$ cat src/rtl/multiword_add_seq.sv
// ---------------------------------------------------------------------------
// multiword_add_seq
//
// Sequential multi-word adder. A WIDTH-bit add (WIDTH = CHUNK_W*NUM_CHUNKS)
// is performed by one CHUNK_W-bit carry-lookahead slice reused over
// NUM_CHUNKS consecutive cycles. The chunk-to-chunk carry lives in carry_reg.
//
// Optional feature macro: MWADD_SUB_EN adds the `sub` port. With sub=1 on
// the accepting edge the result is a - b (B inverted, initial carry 1).
//
// Ports:
//   clk    in   rising-edge clock
//   rst    in   asynchronous active-high reset
//   start  in   request; accepted in IDLE or DONE
//   a, b   in   WIDTH-bit operands, sampled on the accepting edge
//   Cin    in   carry into chunk 0, sampled on the accepting edge
//   sub    in   subtract request (MWADD_SUB_EN only)
//   busy   out  chunks being processed
//   done   out  one-cycle pulse, result valid
//   sum    out  WIDTH-bit result register
//   carry  out  carry-out of the MSB chunk
//   ovf    out  signed overflow (carry into MSB ^ carry out)
// ---------------------------------------------------------------------------
module multiword_add_seq #(
    parameter int CHUNK_W    = 8,
    parameter int NUM_CHUNKS = 4,
    localparam int WIDTH     = CHUNK_W * NUM_CHUNKS
) (
    input  logic             clk,
    input  logic             rst,
    input  logic             start,
    input  logic [WIDTH-1:0] a,
    input  logic [WIDTH-1:0] b,
    input  logic             Cin,
`ifdef MWADD_SUB_EN
    input  logic             sub,
`endif
    output logic             busy,
    output logic             done,
    output logic [WIDTH-1:0] sum,
    output logic             carry,
    output logic             ovf
);

    localparam int IDX_W = (NUM_CHUNKS > 1) ? $clog2(NUM_CHUNKS) : 1;
    localparam logic [IDX_W-1:0] LAST_IDX = IDX_W'(NUM_CHUNKS - 1);

    localparam logic [1:0] S_IDLE = 2'd0;
    localparam logic [1:0] S_RUN  = 2'd1;
    localparam logic [1:0] S_DONE = 2'd2;

    logic [1:0]       state;
    logic [IDX_W-1:0] idx;
    logic             carry_reg;
    logic [WIDTH-1:0] a_q, b_q;

    // Operand conditioning at accept time: subtract is a + ~b + 1.
    logic [WIDTH-1:0] b_in;
    logic             c_in;
`ifdef MWADD_SUB_EN
    assign b_in = sub ? ~b : b;
    assign c_in = sub ? 1'b1 : Cin;
`else
    assign b_in = b;
    assign c_in = Cin;
`endif

    // ---------------- lookahead slice for chunk idx ----------------
    logic [CHUNK_W-1:0] ca, cb, g, p, gg, pp, cbit, csum;
    logic               cout;

    always_comb begin
        ca = a_q[idx*CHUNK_W +: CHUNK_W];
        cb = b_q[idx*CHUNK_W +: CHUNK_W];
        g  = ca & cb;
        p  = ca ^ cb;
        // Group generate/propagate from bit 0 up to bit i.
        gg[0] = g[0];
        pp[0] = p[0];
        for (int i = 1; i < CHUNK_W; i++) begin
            gg[i] = g[i] | (p[i] & gg[i-1]);
            pp[i] = p[i] & pp[i-1];
        end
        // Carry into each bit is resolved directly from the group terms and
        // the chunk carry-in, never rippled bit by bit.
        cbit[0] = carry_reg;
        for (int i = 1; i < CHUNK_W; i++)
            cbit[i] = gg[i-1] | (pp[i-1] & carry_reg);
        cout = gg[CHUNK_W-1] | (pp[CHUNK_W-1] & carry_reg);
        csum = p ^ cbit;
    end

    // ---------------- control / result registers ----------------
    always_ff @(posedge clk or posedge rst) begin
        if (rst) begin
            state     <= S_IDLE;
            idx       <= '0;
            carry_reg <= 1'b0;
            a_q       <= '0;
            b_q       <= '0;
            busy      <= 1'b0;
            done      <= 1'b0;
            sum       <= '0;
            carry     <= 1'b0;
            ovf       <= 1'b0;
        end else begin
            case (state)
                S_IDLE, S_DONE: begin
                    done <= 1'b0;
                    if (start) begin
                        a_q       <= a;
                        b_q       <= b_in;
                        carry_reg <= c_in;
                        idx       <= '0;
                        sum       <= '0;
                        carry     <= 1'b0;
                        ovf       <= 1'b0;
                        busy      <= 1'b1;
                        state     <= S_RUN;
                    end else begin
                        state <= S_IDLE;
                    end
                end
                S_RUN: begin
                    sum[idx*CHUNK_W +: CHUNK_W] <= csum;
                    carry_reg <= cout;
                    if (idx == LAST_IDX) begin
                        // idx stays on the last chunk; reset at next accept.
                        carry <= cout;
                        ovf   <= cbit[CHUNK_W-1] ^ cout;
                        busy  <= 1'b0;
                        done  <= 1'b1;
                        state <= S_DONE;
                    end else begin
                        idx <= idx + 1'b1;
                    end
                end
                default: begin
                    busy  <= 1'b0;
                    done  <= 1'b0;
                    state <= S_IDLE;
                end
            endcase
        end
    end

endmodule

$ cat config.mk
export PLATFORM = sky130hd
export DESIGN_NAME = multiword_add_seq
export DESIGN_NICKNAME = d
export VERILOG_FILES = /design/src/rtl/multiword_add_seq.sv
export SDC_FILE = /design/constraint.sdc
export NUM_CORES = 1
export LEC_CHECK = 0
export CAP_MARGIN = 20
export CORE_AREA = 2 2 131 133
export CTS_BUF_LIST = sky130_fd_sc_hd__clkbuf_8
export DETAILED_ROUTE_END_ITERATION = 12
export DIE_AREA = 0 0 133 135
export GPL_ROUTABILITY_DRIVEN = 0
export PLACE_DENSITY = 0.53
export SETUP_SLACK_MARGIN = 0.1
export SLEW_MARGIN = 5
export SYNTH_ARGS = -nofsm -noshare
export SYNTH_HDL_FRONTEND = slang
export SYNTH_SLANG_ARGS = --single-unit
export TNS_END_PERCENT = 20
$ cat constraint.sdc
create_clock -name clk -period 3.48 [get_ports clk]
set_input_delay 0.348 -clock clk [delete_from_list [all_inputs] [get_ports clk]]
set_output_delay 0.348 -clock clk [all_outputs]
set_load 0.02 [all_outputs]
==> results.py, run 1 <==
metrics = {
    "routing": {
        "routed-via-count": 3560,
        "dr_iter_0_viols": 238,
        "routed_wire_length_mm": 12.03,
        "wl_per_cell_um": 15.37,
        "drtAntennaViolNets": 0,
        "route.detailed.vias_per_inst": 4.547,
        "drc_violation_count_after_routing": 0,
        "firstDrtPassIters": 4,
    },
    "synthesis": {
        "avgSynthCellArea_sq_um": 10.28,
        "cell_type_contributing_the_most_total_cell_area_after_synthesis": "sky130_fd_sc_hd__dfrtp_1",
        "netlist_top_cells_count": "sky130_fd_sc_hd__nand2_1 (208), sky130_fd_sc_hd__dfrtp_1 (104), sky130_fd_sc_hd__a22o_1 (24), sky130_fd_sc_hd__mux4_2 (16), sky130_fd_sc_hd__buf_2 (14)",
        "ys.warnings.count": 0,
        "yosysSeqAreaShare_pct": 55.17,
        "ys_seq_elements": 104,
        "synth.cell_area_sq_um": 4717,
        "synth-edff-count": 0,
        "synth.most_common_cell": "sky130_fd_sc_hd__nand2_1",
        "synth_cell_type_count": 36,
        "top_flip_flop_cell_by_instance_count_after_synthesis": "sky130_fd_sc_hd__dfrtp_1",
        "yosys-top-cells-area": "sky130_fd_sc_hd__dfrtp_1 (55%), sky130_fd_sc_hd__nand2_1 (17%), sky130_fd_sc_hd__mux4_2 (7.6%)",
        "synth.top_cell.area_share_pct": 55.17,
        "syn_nets": 540,
        "synth_cells": 459,
        "synth_async_sr_flop_share_pct": 100.0,
    },
    "pwr": {
        "post-layout-total-power_mw": 6.215,
        "power-per-cell-area_nw_per_um2": 1002,
        "leakage_nw": 2.921,
        "vdd_drop_max_v": 0.0005084,
    },
    "clock_network": {
        "clkSinkCount": 104,
        "cts_clock_pin_slew_for_the_worst_setup_and_hold_paths_ps": 110,
        "tritoncts.num_buffers": 9,
        "clk_latency_ps": 390,
        "cts_tree": "yes",
        "cts.repair.resized": 0,
        "clk_path_buf_depth": 2,
        "cts_htree_levels": 3,
        "post-cts-setup-buffer-count": 0,
        "cts_hold_repair.buffers": 0,
        "cts_root_buf": "sky130_fd_sc_hd__clkbuf_8",
    },
    "placed_design": {
        "port-buffer-count": 103,
        "dp.cells": 768,
        "pre_cts_ws_ps": 673.1,
        "dpl-instance-area_sq_um": 6005,
        "place_hpwl_mm": 9.095,
    },
    "layout": {
        "drive_above_1_share_pct": 9.059,
        "num-fill-cells": 1610,
        "final_core_util_pct": 37.79,
        "stdcell_area_sq_um": 6201,
        "multi_input_comb_area_sq_um": 2013,
        "largest_registers": "a_q x32, b_q x32, sum x32",
        "n_antenna_cell": 0,
        "final_cell_count_no_fill": 783,
        "area_growth_pct": 31.46,
        "design.final.nets": 640,
        "layout.area.seq_sq_um": 2603,
    },
    "timing": {
        "worst_slew_pin_slew_ps": 894.2,
        "max_freq_ghz": 0.3535,
        "final_max_slew_viol_count": 0,
        "number_of_setup_violations_in_the_final_report": 0,
        "post-route-worst-setup-slack_ps": 651.3,
        "layout_min_cycle_time_ps": 2829,
        "max_slew_margin_pct": 40.39,
        "final_hold_viols": 0,
        "grt_setup_unrepaired": "false",
        "final.hold.worst_slack_ps": 482.7,
        "post-route-period-util_pct": 81.29,
        "skew_ps": 18.46,
        "fin_setup_tns_ps": 0,
    },
    "critical_path": {
        "timing.critical_path.slowest_stage_cell": "sky130_fd_sc_hd__mux4_2",
        "worst_setup_path_start_kind": "flip-flop",
        "cp.required_ps": 3730,
        "r2r_setup_slack_ps": 650,
        "critPathLaunch": "idx[0]",
        "crit_type": "reg2reg",
        "worst_r2r_path_depth": 8,
        "worstPathBufferInverterCount": 1,
        "critical_path_depth": 8,
        "critical_path_arrival_ps": 3080,
        "worstPathCellList": "buf_12 > mux4_2 > ha_1 > a211oi_4 > o21ai_2 > and3_1 > a211oi_2 > o21ai_1",
        "timing.rr.start": "idx[0]",
        "path_delay_family": "compound AO/OA/AOI/OAI gates",
        "end_kind": "flip-flop",
        "critical_path.max_stage_delay_ps": 550,
        "crit_fanout": 21,
        "reg2reg_to": "sum[7]",
        "critPathCapture": "sum[7]",
    },
    "floorplan": {
        "floorplan.initialDensity_pct": 28.75,
        "core-area_sq_um": 16410,
        "number_of_placement_rows": 47,
        "die_width_um": 133,
        "ioPinCount": 104,
        "fp.dieArea_sq_um": 17960,
        "chipHeight_um": 135,
    },
    "global_routing": {
        "largest_net_degree_at_the_start_of_global_routing": 74,
        "antenna_found_initial": 0,
        "leftover_overflow_at_the_end_of_global_routing": 0,
        "first_global_vias": 3752,
        "track_usage_pct": 14.01,
        "grt_first_pass_wirelength_mm": 19.67,
    },
    "min_path": {
        "hold_path.class": "reg2reg",
        "worst_hold_path.num_cells": 2,
    },
    "status": {
        "outcome": "completed",
    },
    "flow_run": {
        "maxCapViolations": 0,
    },
}
[cell families after synthesis]
kind of cell             synth area share, %
flip-flops                             55.17
AND/OR/NAND/NOR                        20.34
adder cells (fa/ha/maj)                3.607
multiplexers                           7.852
AO/OA/AOI/OAI                          9.390
buffers and inverters                  2.361
XOR/XNOR                               1.273
[placed cells by master (no fill, tap or decap), types with 2 or more instances in the layout]
master                            count
sky130_fd_sc_hd__a21o_1               2
sky130_fd_sc_hd__a21oi_1              8
sky130_fd_sc_hd__a22o_1              24
sky130_fd_sc_hd__and3_1               4
sky130_fd_sc_hd__buf_4                6
sky130_fd_sc_hd__clkbuf_8            10
sky130_fd_sc_hd__clkdlybuf4s50_1    103
sky130_fd_sc_hd__clkinv_4             2
sky130_fd_sc_hd__dfrtp_1            104
sky130_fd_sc_hd__ha_1                12
sky130_fd_sc_hd__inv_1                4
sky130_fd_sc_hd__mux4_2              16
sky130_fd_sc_hd__nand2_1            208
sky130_fd_sc_hd__nand2b_1             3
sky130_fd_sc_hd__nand3_1              5
sky130_fd_sc_hd__nor2_1               5
sky130_fd_sc_hd__nor3_2               2
sky130_fd_sc_hd__o21ai_0              6
sky130_fd_sc_hd__o21ai_1             11
sky130_fd_sc_hd__or3_1                2
sky130_fd_sc_hd__xnor2_1              2
sky130_fd_sc_hd__xor2_1               3
[worst min path at each step]
stage | from | slack (ps) | endpoint
6_report | b_q[1] | 480 | b_q[1]
3_3_place_gp | b_q[14] | 460 | b_q[14]
5_1_grt | b[30] | 480 | b_q[30]
3_5_place_dp | a_q[3] | 460 | a_q[3]
4_1_cts | b[26] | 470 | b_q[26]
2_1_floorplan | a_q[16] | 440 | a_q[16]
[routing by layer]
layer	part of all wire [%]	routed length [um]	vias up	GRT usage, %
met2	48	5735	95	23.11
met1	45	5467	1714	18.30
met3	5.5	659	14	3.453
li1	-	-	1737	-
met5	0	0	-	0
met4	1.4	172	0	4.301
[worst reg2reg max path, cell delays in order, from the launching register on]
cell and delay [ps]:
sky130_fd_sc_hd__dfrtp_1 480, sky130_fd_sc_hd__buf_12 240, sky130_fd_sc_hd__mux4_2 560, sky130_fd_sc_hd__ha_1 370, sky130_fd_sc_hd__a211oi_4 290, sky130_fd_sc_hd__o21ai_2 140
sky130_fd_sc_hd__and3_1 180, sky130_fd_sc_hd__a211oi_2 310, sky130_fd_sc_hd__o21ai_1 130
[where the power goes]
group          total (mW)  switching [mW]  internal, mW  leakage (nW)
logic                3.40            1.97          1.44          1.49
clock network       0.763           0.415         0.348        0.0997
registers            2.05           0.337          1.71          1.33
total                6.21            2.72          3.50          2.92
[final cells by class]
class / instances / share of cell area [%]
clock buffers: 10 / 2.220
multi-input cells: 330 / 32.47
inverters: 4 / 0.2825
clock inverters: 5 / 0.9483
repair buffers: 110 / 17.68
well taps: 220 / 4.439
flip-flops and latches: 104 / 41.97
Note: power is estimated with default switching activity, not from simulation.
==> inputs of run 2 (changes only) <==
==> constraint.sdc (replaced) <==
create_clock -name clk -period 2.95 [get_ports clk]
set_input_delay 0.295 -clock clk [delete_from_list [all_inputs] [get_ports clk]]
set_output_delay 0.295 -clock clk [all_outputs]
set_load 0.02 [all_outputs]
==> run 2 against run 1 <==
Compared with the run above: non-clock buffer count unchanged; sequential share of layout area decreased by 0.076 points; worst setup slack got worse by 420 ps; clock-buffer cell count unchanged; clock skew decreased by 5.1 ps; critical path depth unchanged; worst hold slack got worse by 120 ps; flip-flop and latch count unchanged.
==> results.py, run 2 (synthesized netlist as in run 1, its figures left out) <==
metrics = {
    "clock_network": {
        "clkSinkCount": 104,
        "cts_tree": "yes",
        "cts_root_buf": "sky130_fd_sc_hd__clkbuf_8",
        "cts.repair.resized": 0,
        "cts_htree_levels": 3,
        "tritoncts.num_buffers": 9,
        "clk_path_buf_depth": 2,
        "post-cts-setup-buffer-count": 0,
        "cts_clock_pin_slew_for_the_worst_setup_and_hold_paths_ps": 100,
        "cts_hold_repair.buffers": 0,
        "clk_latency_ps": 380,
    },
    "routing": {
        "wl_per_cell_um": 14.99,
        "drc_violation_count_after_routing": 0,
        "routed-via-count": 3543,
        "firstDrtPassIters": 4,
        "dr_iter_0_viols": 228,
        "routed_wire_length_mm": 11.76,
        "route.detailed.vias_per_inst": 4.519,
        "drtAntennaViolNets": 0,
    },
    "flow_run": {
        "maxCapViolations": 0,
    },
    "global_routing": {
        "leftover_overflow_at_the_end_of_global_routing": 0,
        "largest_net_degree_at_the_start_of_global_routing": 49,
        "antenna_found_initial": 0,
        "track_usage_pct": 14.04,
        "first_global_vias": 3694,
        "grt_first_pass_wirelength_mm": 19.40,
    },
    "floorplan": {
        "die_width_um": 133,
        "core-area_sq_um": 16410,
        "number_of_placement_rows": 47,
        "ioPinCount": 104,
        "chipHeight_um": 135,
        "floorplan.initialDensity_pct": 28.75,
        "fp.dieArea_sq_um": 17960,
    },
    "placed_design": {
        "place_hpwl_mm": 9.026,
        "port-buffer-count": 103,
    },
    "pwr": {
        "leakage_nw": 2.920,
        "vdd_drop_max_v": 0.0005031,
        "power-per-cell-area_nw_per_um2": 1162,
        "post-layout-total-power_mw": 7.219,
    },
    "layout": {
        "layout.cells.most_common_list": "sky130_fd_sc_hd__nand2_1 (208), sky130_fd_sc_hd__dfrtp_1 (104), sky130_fd_sc_hd__clkdlybuf4s50_1 (103)",
        "design.final.nets": 640,
        "drive_above_1_share_pct": 9.220,
        "mostFrequentLayoutCell": "sky130_fd_sc_hd__nand2_1",
        "largest_registers": "a_q x32, b_q x32, sum x32",
        "n_antenna_cell": 0,
        "area_growth_pct": 31.70,
    },
    "min_path": {
        "hold_path.class": "in2async",
    },
    "timing": {
        "number_of_setup_violations_in_the_final_report": 0,
        "max_freq_ghz": 0.3685,
        "layout_min_cycle_time_ps": 2714,
        "post-route-period-util_pct": 92.00,
        "final_hold_viols": 0,
        "final_max_slew_viol_count": 0,
        "grt_setup_unrepaired": "false",
        "fin_setup_tns_ps": 0,
        "worst_slew_pin_slew_ps": 802.7,
        "max_slew_margin_pct": 46.48,
        "skew_ps": 13.40,
    },
    "critical_path": {
        "cp.required_ps": 3210,
        "end_kind": "flip-flop",
        "crit_type": "reg2reg",
        "crit_fanout": 25,
        "worst_setup_path_start_kind": "flip-flop",
        "critical_path_arrival_ps": 2980,
    },
    "status": {
        "outcome": "completed",
    },
}
## run 2: cell types whose count changed in the layout (fill, tap and decap cells not counted), sizes merged
| cell | previous run | this run |
|---|---|---|
| clkinv | 2 | 1 |
| bufinv | 1 | 0 |
| clkinvlp | 1 | 3 |
| inv | 5 | 6 |
## run 2: critical path, cell delays in order (launching register included)
cell and delay (ps):
sky130_fd_sc_hd__dfrtp_1 400, sky130_fd_sc_hd__buf_12 210, sky130_fd_sc_hd__mux4_2 560, sky130_fd_sc_hd__ha_1 370, sky130_fd_sc_hd__a211oi_4 290, sky130_fd_sc_hd__o21ai_2 150, sky130_fd_sc_hd__and3_1 180, sky130_fd_sc_hd__a211oi_2 320
sky130_fd_sc_hd__o21ai_1 120
## run 2: through the flow
stage / util, % / setup slack (ps) / std cells / hold slack, ps / cell area [sq um]
after detailed placement: 36.76 / 237.3 / 768 / 460.1 / 6031
after global routing: 37.86 / 114.6 / 784 / 396.7 / 6212
final: 37.86 / 236.0 / 784 / 358.7 / 6212
after global placement: 36.76 / 289.2 / 768 / 454.9 / 6031
after CTS: 37.86 / 221.1 / 784 / 355.8 / 6212
after floorplan: - / 264.1 / 459 / 400.4 / 4721
## run 2: power by group
group	internal [mW]	switching [mW]
logic	1.70	2.29
clock network	0.335	0.512
registers	2.02	0.360
total	4.06	3.16
## run 2: final cells by class
type	count	area, sq um
clock buffer	10	137.6
clock inverter	6	43.79
fill	1612	10190
inverter	4	18.77
multi-input combinational	330	2013
sequential	104	2603
tap	220	275.3
timing repair buffer	110	1121
## run 2: per-layer routing
layer  wire [um]  up-vias  global-route usage, %  part of all wire [%]
li1            -     1732                      -                     -
met1        5438     1712                  18.39                    46
met2        5619       89                  23.23                    48
met3         581       10                  3.228                   4.9
met4         114        0                  4.361                  0.97
met5           0        -                      0                     0
## run 2: path summary, 6_finish.rpt
kind | start | endpoint | slack [ps] | depth (start not counted)
max in group asynchronous | rst | b_q[23] | 1780 | 3
worst max register to register | idx[0] | sum[31] | 240 | 8
min in group clk | b[30] | b_q[30] | 430 | 3
worst min-delay path | rst | sum[21] | 360 | 2
worst min register to register | b_q[23] | b_q[23] | 480 | 2
worst max-delay path | idx[0] | sum[31] | 240 | 8
==> inputs of run 3 (changes only) <==
--- a/config.mk
+++ b/config.mk
@@ -7,12 +7,14 @@
 export LEC_CHECK = 0
 export CAP_MARGIN = 20
 export CORE_AREA = 2 2 131 133
-export CTS_BUF_LIST = sky130_fd_sc_hd__clkbuf_8
+export CTS_BUF_LIST = sky130_fd_sc_hd__clkbuf_4 sky130_fd_sc_hd__clkbuf_8
 export DETAILED_ROUTE_END_ITERATION = 12
 export DIE_AREA = 0 0 133 135
 export GPL_ROUTABILITY_DRIVEN = 0
 export PLACE_DENSITY = 0.53
+export RECOVER_POWER = 25
 export SETUP_SLACK_MARGIN = 0.1
+export SKIP_LAST_GASP = 1
 export SLEW_MARGIN = 5
 export SYNTH_ARGS = -nofsm -noshare
 export SYNTH_HDL_FRONTEND = slang
==> run 3 against run 2 <==
Compared with the run above: utilization fell by 0.084 points; global-route usage did not move; worst setup slack barely moved; via count rose by 0.11%; sequential power barely moved; flip-flop and latch count did not move; non-clock buffer count did not move; design area fell by 0.22%.
==> results.py, run 3 (synthesized netlist as in run 1, its figures left out) <==
metrics = {
    "global_routing": {
        "largest_net_degree_at_the_start_of_global_routing": 49,
        "grt_first_pass_wirelength_mm": 19.40,
        "antenna_found_initial": 0,
        "track_usage_pct": 14.04,
        "leftover_overflow_at_the_end_of_global_routing": 0,
        "first_global_vias": 3694,
    },
    "timing": {
        "skew_ps": 13.20,
        "final.hold.worst_slack_ps": 431.9,
        "max_freq_ghz": 0.3685,
        "final_hold_viols": 0,
        "final_max_slew_viol_count": 0,
        "number_of_setup_violations_in_the_final_report": 0,
        "layout_min_cycle_time_ps": 2714,
        "post-route-period-util_pct": 91.99,
        "worst_slew_pin_slew_ps": 1310,
        "fin_setup_tns_ps": 0,
        "max_slew_margin_pct": 12.20,
        "grt_setup_unrepaired": "false",
    },
    "layout": {
        "area_growth_pct": 31.41,
        "drive_above_1_share_pct": 9.397,
        "n_antenna_cell": 0,
        "design.final.nets": 640,
        "layout.cells.most_common_list": "sky130_fd_sc_hd__nand2_1 (208), sky130_fd_sc_hd__dfrtp_1 (104), sky130_fd_sc_hd__clkdlybuf4s50_1 (102)",
        "largest_registers": "a_q x32, b_q x32, sum x32",
        "num-fill-cells": 1612,
        "mostFrequentLayoutCell": "sky130_fd_sc_hd__nand2_1",
    },
    "routing": {
        "routed_wire_length_mm": 11.76,
        "firstDrtPassIters": 4,
        "wl_per_cell_um": 14.99,
        "route.detailed.vias_per_inst": 4.524,
        "drc_violation_count_after_routing": 0,
        "dr_iter_0_viols": 228,
        "drtAntennaViolNets": 0,
        "routed-via-count": 3547,
    },
    "pwr": {
        "vdd_drop_max_v": 0.0005033,
        "p_seq_share_pct": 32.9,
        "power-per-cell-area_nw_per_um2": 1166,
        "power.share.clock_pct": 11.9,
        "leakage_nw": 2.914,
        "p_sw_share_pct": 43.74,
        "switchingPower_mw": 3.162,
        "pwr-share-comb_pct": 55.2,
        "intPower_mw": 4.068,
    },
    "critical_path": {
        "crit_fanout": 25,
        "end_kind": "flip-flop",
        "worst_r2r_path_depth": 8,
        "cp.required_ps": 3210,
        "crit_type": "reg2reg",
        "worst_setup_path_start_kind": "flip-flop",
        "timing.rr.start": "idx[0]",
        "reg2reg_to": "sum[31]",
        "critical_path_arrival_ps": 2980,
        "r2r_setup_slack_ps": 240,
    },
    "clock_network": {
        "clk_path_buf_depth": 2,
        "post-cts-setup-buffer-count": 0,
        "cts_clock_pin_slew_for_the_worst_setup_and_hold_paths_ps": 100,
        "cts_tree": "yes",
        "cts.repair.resized": 0,
        "clkSinkCount": 104,
        "cts_htree_levels": 3,
        "cts_hold_repair.buffers": 0,
        "clk_latency_ps": 380,
        "tritoncts.num_buffers": 9,
        "cts_root_buf": "sky130_fd_sc_hd__clkbuf_8",
    },
    "min_path": {
        "worstHoldStart": "b[30]",
        "worst_hold_path.num_cells": 3,
        "min_delay_worst_endpoint": "b_q[30]",
        "hold_path.class": "in2reg",
    },
    "placed_design": {
        "place_hpwl_mm": 9.026,
        "port-buffer-count": 103,
    },
    "status": {
        "outcome": "completed",
    },
    "floorplan": {
        "ioPinCount": 104,
        "core-area_sq_um": 16410,
        "floorplan.initialDensity_pct": 28.75,
        "number_of_placement_rows": 47,
        "fp.dieArea_sq_um": 17960,
        "die_width_um": 133,
        "chipHeight_um": 135,
    },
    "flow_run": {
        "maxCapViolations": 0,
    },
}
[run 3: cell types whose count changed in the layout (fill, tap and decap cells not counted), sizes merged]
| cell | delta |
|---|---|
| clkdlybuf4s50 | -1 |
| clkbuf | +2 |
| dlygate4sd3 | +1 |
| inv | -1 |
| buf | -1 |
[run 3: power groups by stage]
stage	Clock (mW)	Sequential, mW	Combinational, mW
floorplan	0	2.47	2.71
global placement	0	2.41	3.93
detailed placement	0	2.42	4.02
CTS	0.888	2.39	4.03
global route	0.943	2.46	4.42
finish	0.859	2.38	3.99
[run 3: through the flow]
step	setup slack [ps]	std cells	cell area (sq um)	total power [mW]	util (%)
6_report	236.2	784	6198	7.230	37.78
3_3_place_gp	289.2	768	6031	6.341	36.76
4_1_cts	221.1	784	6216	7.313	37.89
2_1_floorplan	264.1	459	4721	5.184	-
5_1_grt	114.6	784	6198	7.827	37.78
3_5_place_dp	237.3	768	6031	6.441	36.76
[run 3: worst max path at each step]
stage	start	to	slack [ps]
5_1_grt	idx[0]	sum[7]	110
6_report	idx[0]	sum[31]	240
3_3_place_gp	idx[0]	sum[31]	290
3_5_place_dp	idx[0]	sum[31]	240
2_1_floorplan	idx[0]	sum[15]	260
4_1_cts	idx[0]	sum[31]	220
[run 3: layout make-up]
| cell class | instances | area, sq um | area share, % |
|---|---|---|---|
| Inverter | 4 | 16.27 | 0.2624 |
| Sequential cell | 104 | 2603 | 41.99 |
| Timing Repair Buffer | 110 | 1106 | 17.84 |
| Tap cell | 220 | 275.3 | 4.441 |
| Clock inverter | 5 | 40.04 | 0.6459 |
| Multi-Input combinational cell | 330 | 2013 | 32.48 |
| Clock buffer | 11 | 145.1 | 2.342 |
[run 3: layer usage]
layer  part of all wire [%]  GRT usage, %  up-vias
met5                      0             0        -
met4                   0.97         4.361        0
met3                    4.9         3.228       10
met2                     48         23.23       87
met1                     46         18.39     1718
li1                       -             -     1732
[run 3: worst max-delay path, cell delays in order (launching register included)]
cell and delay (ps):
sky130_fd_sc_hd__dfrtp_1 400, sky130_fd_sc_hd__buf_12 210, sky130_fd_sc_hd__mux4_2 560, sky130_fd_sc_hd__ha_1 370
sky130_fd_sc_hd__a211oi_4 290, sky130_fd_sc_hd__o21ai_2 150, sky130_fd_sc_hd__and3_1 180, sky130_fd_sc_hd__a211oi_2 320
sky130_fd_sc_hd__o21ai_1 120
